$ cat config.mk
export PLATFORM = sky130hd
export DESIGN_NAME = lpc_io_target
export DESIGN_NICKNAME = d
export VERILOG_FILES = /design/src/rtl/lpc_io_target.sv
export SDC_FILE = /design/constraint.sdc
export NUM_CORES = 1
export LEC_CHECK = 0
export CORE_MARGIN = 2
export CORE_UTILIZATION = 54
export CTS_CLUSTER_SIZE = 25
export DETAILED_ROUTE_END_ITERATION = 10
export GPL_ROUTABILITY_DRIVEN = 0
export PLACE_DENSITY = 0.79
export RECOVER_POWER = 25
export SLEW_MARGIN = 20
export SYNTH_ARGS = -nofsm -noshare
export SYNTH_HDL_FRONTEND = slang
export SYNTH_SLANG_ARGS = --single-unit
$ cat constraint.sdc
create_clock -name lpc_clk -period 2.8 [get_ports lpc_clk]
set_clock_uncertainty 0.2 [all_clocks]
set_input_delay 0.56 -clock lpc_clk [delete_from_list [all_inputs] [get_ports lpc_clk]]
set_output_delay 0.56 -clock lpc_clk [all_outputs]
set_load 0.005 [all_outputs]
$ cat src/rtl/lpc_io_target.sv
// LPC I/O-cycle target: decodes IORD/IOWR hits in an address window and forwards each
// as one byte access on a req/ack register bus, stretching the cycle with long-wait SYNC.
module lpc_io_target #(
    parameter logic [15:0] BASE_ADDR = 16'h03F8,
    parameter int unsigned ADDR_BITS = 3,
    parameter int unsigned MAX_WAIT  = 15
) (
    input  logic                 lpc_clk,
    input  logic                 lpc_rst,
    input  logic                 lpc_frame,
    input  logic [3:0]           lpc_ad_in,
    output logic [3:0]           lpc_ad_out,
    output logic                 lpc_ad_oe,
    output logic [ADDR_BITS-1:0] reg_addr,
    output logic [7:0]           reg_wdata,
    output logic                 reg_wr,
    output logic                 reg_rd,
    input  logic [7:0]           reg_rdata,
    input  logic                 reg_ack,
    output logic                 sync_err
);

    localparam int unsigned CNT_W = 8;
    localparam logic [CNT_W-1:0] WAIT_LIMIT = CNT_W'(MAX_WAIT);
    localparam logic [3:0] SYNC_READY = 4'h0;
    localparam logic [3:0] SYNC_LWAIT = 4'h6;
    localparam logic [3:0] SYNC_ERROR = 4'hA;

    typedef enum logic [3:0] {
        IDLE, CTDIR, ADDR3, ADDR2, ADDR1, ADDR0, WDATA0, WDATA1,
        HTAR0, HTAR1, SYNC, RDATA0, RDATA1, TTAR0, TTAR1
    } state_t;

    state_t             state, state_nx;
    logic [CNT_W-1:0]   wait_cnt, cnt_nx;
    logic               ack_done, ack_nx;
    logic               is_wr, is_wr_nx;
    logic [11:0]        addr_sh, shift_nx;
    logic [3:0]         wlo, wlo_nx;
    logic [7:0]         rdata_q, rdata_nx;
    logic [3:0]         ad_nx;
    logic               oe_nx, wr_nx, rd_nx, err_nx;
    logic [ADDR_BITS-1:0] addr_nx;
    logic [7:0]         wdata_nx;
    logic [15:0]        full_addr;
    logic [3:0]         sync_code;

    // Next-state and next-output logic; every output is registered from these values.
    always_comb begin
        state_nx  = state;
        cnt_nx    = wait_cnt;
        ack_nx    = ack_done;
        is_wr_nx  = is_wr;
        shift_nx  = addr_sh;
        wlo_nx    = wlo;
        rdata_nx  = rdata_q;
        ad_nx     = 4'h0;
        oe_nx     = 1'b0;
        wr_nx     = reg_wr;
        rd_nx     = reg_rd;
        err_nx    = 1'b0;
        addr_nx   = reg_addr;
        wdata_nx  = reg_wdata;
        full_addr = {addr_sh, lpc_ad_in};
        sync_code = ack_done ? SYNC_READY :
                    ((wait_cnt < WAIT_LIMIT) ? SYNC_LWAIT : SYNC_ERROR);

        // A pending request completes on the first sampled ack; idle acks are ignored.
        if ((reg_wr || reg_rd) && reg_ack) begin
            wr_nx  = 1'b0;
            rd_nx  = 1'b0;
            ack_nx = 1'b1;
            if (reg_rd) rdata_nx = reg_rdata;
        end

        if (!lpc_frame) begin
            state_nx = (lpc_ad_in == 4'h0) ? CTDIR : IDLE;
            wr_nx    = 1'b0;
            rd_nx    = 1'b0;
            cnt_nx   = '0;
            ack_nx   = 1'b0;
        end else begin
            case (state)
                IDLE: state_nx = IDLE;
                CTDIR: begin
                    if (lpc_ad_in[3:1] == 3'b000) begin
                        is_wr_nx = 1'b0;
                        state_nx = ADDR3;
                    end else if (lpc_ad_in[3:1] == 3'b001) begin
                        is_wr_nx = 1'b1;
                        state_nx = ADDR3;
                    end else begin
                        state_nx = IDLE;
                    end
                end
                ADDR3, ADDR2, ADDR1: begin
                    shift_nx = {addr_sh[7:0], lpc_ad_in};
                    state_nx = (state == ADDR3) ? ADDR2 : ((state == ADDR2) ? ADDR1 : ADDR0);
                end
                ADDR0: begin
                    if (full_addr[15:ADDR_BITS] == BASE_ADDR[15:ADDR_BITS]) begin
                        addr_nx = full_addr[ADDR_BITS-1:0];
                        if (is_wr) begin
                            state_nx = WDATA0;
                        end else begin
                            state_nx = HTAR0;
                            rd_nx    = 1'b1;
                            cnt_nx   = '0;
                            ack_nx   = 1'b0;
                        end
                    end else begin
                        state_nx = IDLE;
                    end
                end
                WDATA0: begin
                    wlo_nx   = lpc_ad_in;
                    state_nx = WDATA1;
                end
                WDATA1: begin
                    wdata_nx = {lpc_ad_in, wlo};
                    wr_nx    = 1'b1;
                    cnt_nx   = '0;
                    ack_nx   = 1'b0;
                    state_nx = HTAR0;
                end
                HTAR0: state_nx = HTAR1;
                // Each SYNC nibble is decided one edge ahead, from HTAR1 or a previous long wait.
                HTAR1, SYNC: begin
                    oe_nx = 1'b1;
                    if (state == HTAR1 || lpc_ad_out == SYNC_LWAIT) begin
                        state_nx = SYNC;
                        ad_nx    = sync_code;
                        if (sync_code == SYNC_LWAIT) begin
                            cnt_nx = wait_cnt + CNT_W'(1);
                        end else if (sync_code == SYNC_ERROR) begin
                            wr_nx  = 1'b0;
                            rd_nx  = 1'b0;
                            err_nx = 1'b1;
                        end
                    end else if (lpc_ad_out == SYNC_READY && !is_wr) begin
                        state_nx = RDATA0;
                        ad_nx    = rdata_q[3:0];
                    end else begin
                        state_nx = TTAR0;
                        ad_nx    = 4'hF;
                    end
                end
                RDATA0: begin
                    oe_nx    = 1'b1;
                    ad_nx    = rdata_q[7:4];
                    state_nx = RDATA1;
                end
                RDATA1: begin
                    oe_nx    = 1'b1;
                    ad_nx    = 4'hF;
                    state_nx = TTAR0;
                end
                TTAR0: state_nx = TTAR1;
                TTAR1: state_nx = IDLE;
                default: state_nx = IDLE;
            endcase
        end
    end

    // State and output registers.
    always_ff @(posedge lpc_clk or negedge lpc_rst) begin
        if (!lpc_rst) begin
            state      <= IDLE;
            wait_cnt   <= '0;
            ack_done   <= 1'b0;
            is_wr      <= 1'b0;
            addr_sh    <= '0;
            wlo        <= '0;
            rdata_q    <= '0;
            lpc_ad_out <= 4'h0;
            lpc_ad_oe  <= 1'b0;
            reg_addr   <= '0;
            reg_wdata  <= '0;
            reg_wr     <= 1'b0;
            reg_rd     <= 1'b0;
            sync_err   <= 1'b0;
        end else begin
            state      <= state_nx;
            wait_cnt   <= cnt_nx;
            ack_done   <= ack_nx;
            is_wr      <= is_wr_nx;
            addr_sh    <= shift_nx;
            wlo        <= wlo_nx;
            rdata_q    <= rdata_nx;
            lpc_ad_out <= ad_nx;
            lpc_ad_oe  <= oe_nx;
            reg_addr   <= addr_nx;
            reg_wdata  <= wdata_nx;
            reg_wr     <= wr_nx;
            reg_rd     <= rd_nx;
            sync_err   <= err_nx;
        end
    end

endmodule

==> results.md <==
- Violations in the final reports: capacitance limit, slew limit
- Detailed-route DRC error count: 0
- Placed Cells: 311
- Number of global-route vias before repair: about 1900
- DRT Wirelength: around 5.2 mm
- Outcome: complete, but fails checks
- Non-filler cells, final: 326
- Worst-path cell with the longest stage delay: sky130_fd_sc_hd__or4_4
- Setup repair after global routing missed its margin: no
- Post-Synthesis Cell Area: 2590 sq um
- Floorplan row count: 25
- Post-synthesis cell type count: 39
- Clock root buffer: sky130_fd_sc_hd__clkbuf_8
- Summed area of non-filler cells in the final layout: ~3200 sq um
- Number of detailed-routing iterations run before antenna repair: 4
- Synthesized area divided by synthesized cell count: 11.6 sq um
- Final setup vio count: 0
- Most numerous cell in the Yosys netlist: sky130_fd_sc_hd__dfrtp_1
- Max-slew violation count: 29
- Cell count after synthesis: roughly 220
- Clock Latency Late Sink: 0.33 ns
- Number of antenna-violating nets in the routed design: 0
- Cell taking the most area after synthesis: sky130_fd_sc_hd__dfrtp_1
- Top post-synthesis cells by count: sky130_fd_sc_hd__dfrtp_1 (57), sky130_fd_sc_hd__mux2_2 (36), sky130_fd_sc_hd__nor2_1 (18)
- Initial antenna violation count: 0
- Share of Yosys cell area claimed by the top area cell type: 55.0%
- Final Power: 1.65 mW
- Required time at the endpoint of the critical path: 2.82 ns
- Element type at the critical path end: flop
- Bufs on Longest Clock Path: 2
- Height of the die: 73.3 um
- Port-buffer cells: 34
- Fin crit share: roughly 83%
- Instance area at placement: 3030 sq um
- Register clock-pin slew on the reported worst setup and hold paths: 0.06 ns
- Vias after detailed routing: 1907
- Critical path launch point: lpc_ad_in[3]
- Io pins: 35
- Fmax: 430 MHz
- Hold/Removal Path Class: reg2reg
- Hpwl dp: about 3.6 mm
- Worst-case setup slack after placement: 0.151 ns
- GRT Residual Overflow: 0
- Clock tree from TritonCTS: built
- Category of the critical setup timing path: in2reg
- P&R area growth vs syn: 24.3%
- Min-Delay Startpoint: wlo[2]
- Final core occ: 69.2%
- DIE AREA: 5370 sq um
- First DRT Iteration DRCs: 170
- Leading cell types by total area after synthesis: sky130_fd_sc_hd__dfrtp_1 (55%), sky130_fd_sc_hd__mux2_2 (16%), sky130_fd_sc_hd__nor2_1 (2.6%), sky130_fd_sc_hd__a21oi_1 (2.5%), sky130_fd_sc_hd__nand2_1 (2.0%)
- Mapped Nets: 240
- # Max-Cap Violations: 1
- Crit path largest cell delay: 0.56 ns
- Largest net degree at the start of global routing: 30
- Number of warnings printed during yosys synthesis: 0
- Wire length of the first global-routing pass: 8.87 mm
- Count of state elements after synthesis: between 50 and 60
- Antenna Cells: 0
- Number of clock sinks seen by CTS: 57
- Width of the die: 73.3 um
- Hold-fix buffers at CTS: 0
- Slew HR: -8.36%
- Launch point of the worst reg-to-reg path: addr_sh[7]
- Nets: ~290
- Top Family by Delay on Critical Path: simple AND/OR/NAND/NOR gates
- Critical Path Start Type: input port
- Post-CTS setup buffer count: 0
- Filler Cell Count: 371
- Number of CTS-inserted buffers: 9
- Maximum ir drop on the vdd rail: 0.433 mV
- Post-synthesis sequential area ratio: roughly 55%
- Gates resized, CTS repair: 0
- Mean routed wirelength per cell: 15.9 um
- Fin Setup TNS: 0 ns
- Final Hold Fails: 0
- Mean number of vias per cell: 5.85
- Buffers & Inverters on Critical Path: 1
- Async set-or-reset flop fraction in the synthesized netlist: 100%
- Commonest register cell after synthesis: sky130_fd_sc_hd__dfrtp_1
- Total global-route track usage: approximately 22%
- Min setup slack post-route: 0.472 ns
- Data arrival time of the worst path: 2.35 ns
- P per Cell Area: slightly above 500 nW/um^2
- Initial standard-cell utilization of the core: between 50% and 60%
- Clock period minus worst slack: 2.33 ns
- Number of enable flip-flop cells after synthesis: 0
- Cells traversed along the worst timing path: clkdlybuf4s50_1 > nand4_1 > or4_4 > nor3_4 > mux2_2
- Leakage: 1.57 nW
- Core area: 4660 sq um
- Deepest level of the CTS H-tree: 3
- Transition at the pin with the smallest max-transition slack: 1.63 ns
- Max Fanout on Critical Path: 3
- Fraction of final layout cells with drive strength greater than 1: approximately 24%
- Worst hold slack: 0.301 ns
## worst paths after layout
path	cells after the start	slack, ns	endpoint
max in group asynchronous	1	1.02	addr_sh[10]
worst min-delay path	1	0.30	wlo[2]
min in group asynchronous	1	0.44	rdata_q[2]
worst max-delay path	5	0.47	reg_addr[0]
worst max register to register	4	0.48	reg_addr[0]
worst min register to register	1	0.30	wlo[2]
## layout make-up
class                           count  area, sq um  share of cell area, %
Clock buffer                       12          155                   4.81
Clock inverter                      3         40.0                   1.24
Inverter                            5         18.8                  0.582
Multi-Input combinational cell    155         1120                   34.9
Sequential cell                    57         1430                   44.3
Tap cell                           54         67.6                   2.10
Timing Repair Buffer               40          392                   12.2
## placed cells by master, fill, tap and decap left out, types with 2 or more instances in the layout
cell                              Yosys  routed
sky130_fd_sc_hd__dfrtp_1             57      57
sky130_fd_sc_hd__mux2_2              36      36
sky130_fd_sc_hd__clkdlybuf4s50_1      0      33
sky130_fd_sc_hd__nor2_1              18      18
sky130_fd_sc_hd__nand2_1             14      14
sky130_fd_sc_hd__a21oi_1             13      13
sky130_fd_sc_hd__clkbuf_8             0      11
sky130_fd_sc_hd__o21ai_0              8       8
sky130_fd_sc_hd__and3_1               7       7
sky130_fd_sc_hd__inv_1                5       5
sky130_fd_sc_hd__nand2b_1             5       5
sky130_fd_sc_hd__buf_4                0       5
sky130_fd_sc_hd__nor4_1               4       4
sky130_fd_sc_hd__nand3_1              4       4
sky130_fd_sc_hd__nor3_1               4       4
sky130_fd_sc_hd__a31oi_1              4       4
sky130_fd_sc_hd__or4_1                3       3
sky130_fd_sc_hd__o211ai_1             3       3
sky130_fd_sc_hd__or3_1                3       3
sky130_fd_sc_hd__nor2b_1              3       3
sky130_fd_sc_hd__a21o_1               3       3
sky130_fd_sc_hd__nand4_1              2       2
sky130_fd_sc_hd__o21ai_2              2       2
sky130_fd_sc_hd__o221a_2              2       2
sky130_fd_sc_hd__mux2i_1              2       2
sky130_fd_sc_hd__clkinv_2             0       2
sky130_fd_sc_hd__clkbuf_1             5       2
## where the power goes
group / internal [mW] / switching (mW) / leakage, nW
sequential: 0.825 / 0.00287 / 0.796
combinational: 0.0280 / 0.0353 / 0.668
clock: 0.452 / 0.310 / 0.102
## routing by layer
layer | wire, um | GRT usage, %
met4 | 70 | 9.29
met1 | 2370 | 29.3
met2 | 2450 | 33.9
met3 | 303 | 7.54
met5 | 0 | 0
## logic make-up after synthesis
group | synth area share [%]
adders and majority gates | 0.483
buffers and inverters | 1.64
AOI/OAI and AO/OA | 9.89
and+or+nand+nor | 16.6
muxes | 16.4
DFF | 55.0
## registers in the layout, summed over array words and instances (netlist names), 3 cells and up
signal,cells
addr_sh,12
rdata_q,8
reg_wdata,8
wait_cnt,8
lpc_ad_out,4
state,4
wlo,4
reg_addr,3
No activity file was read; power rests on OpenSTA's default activity.
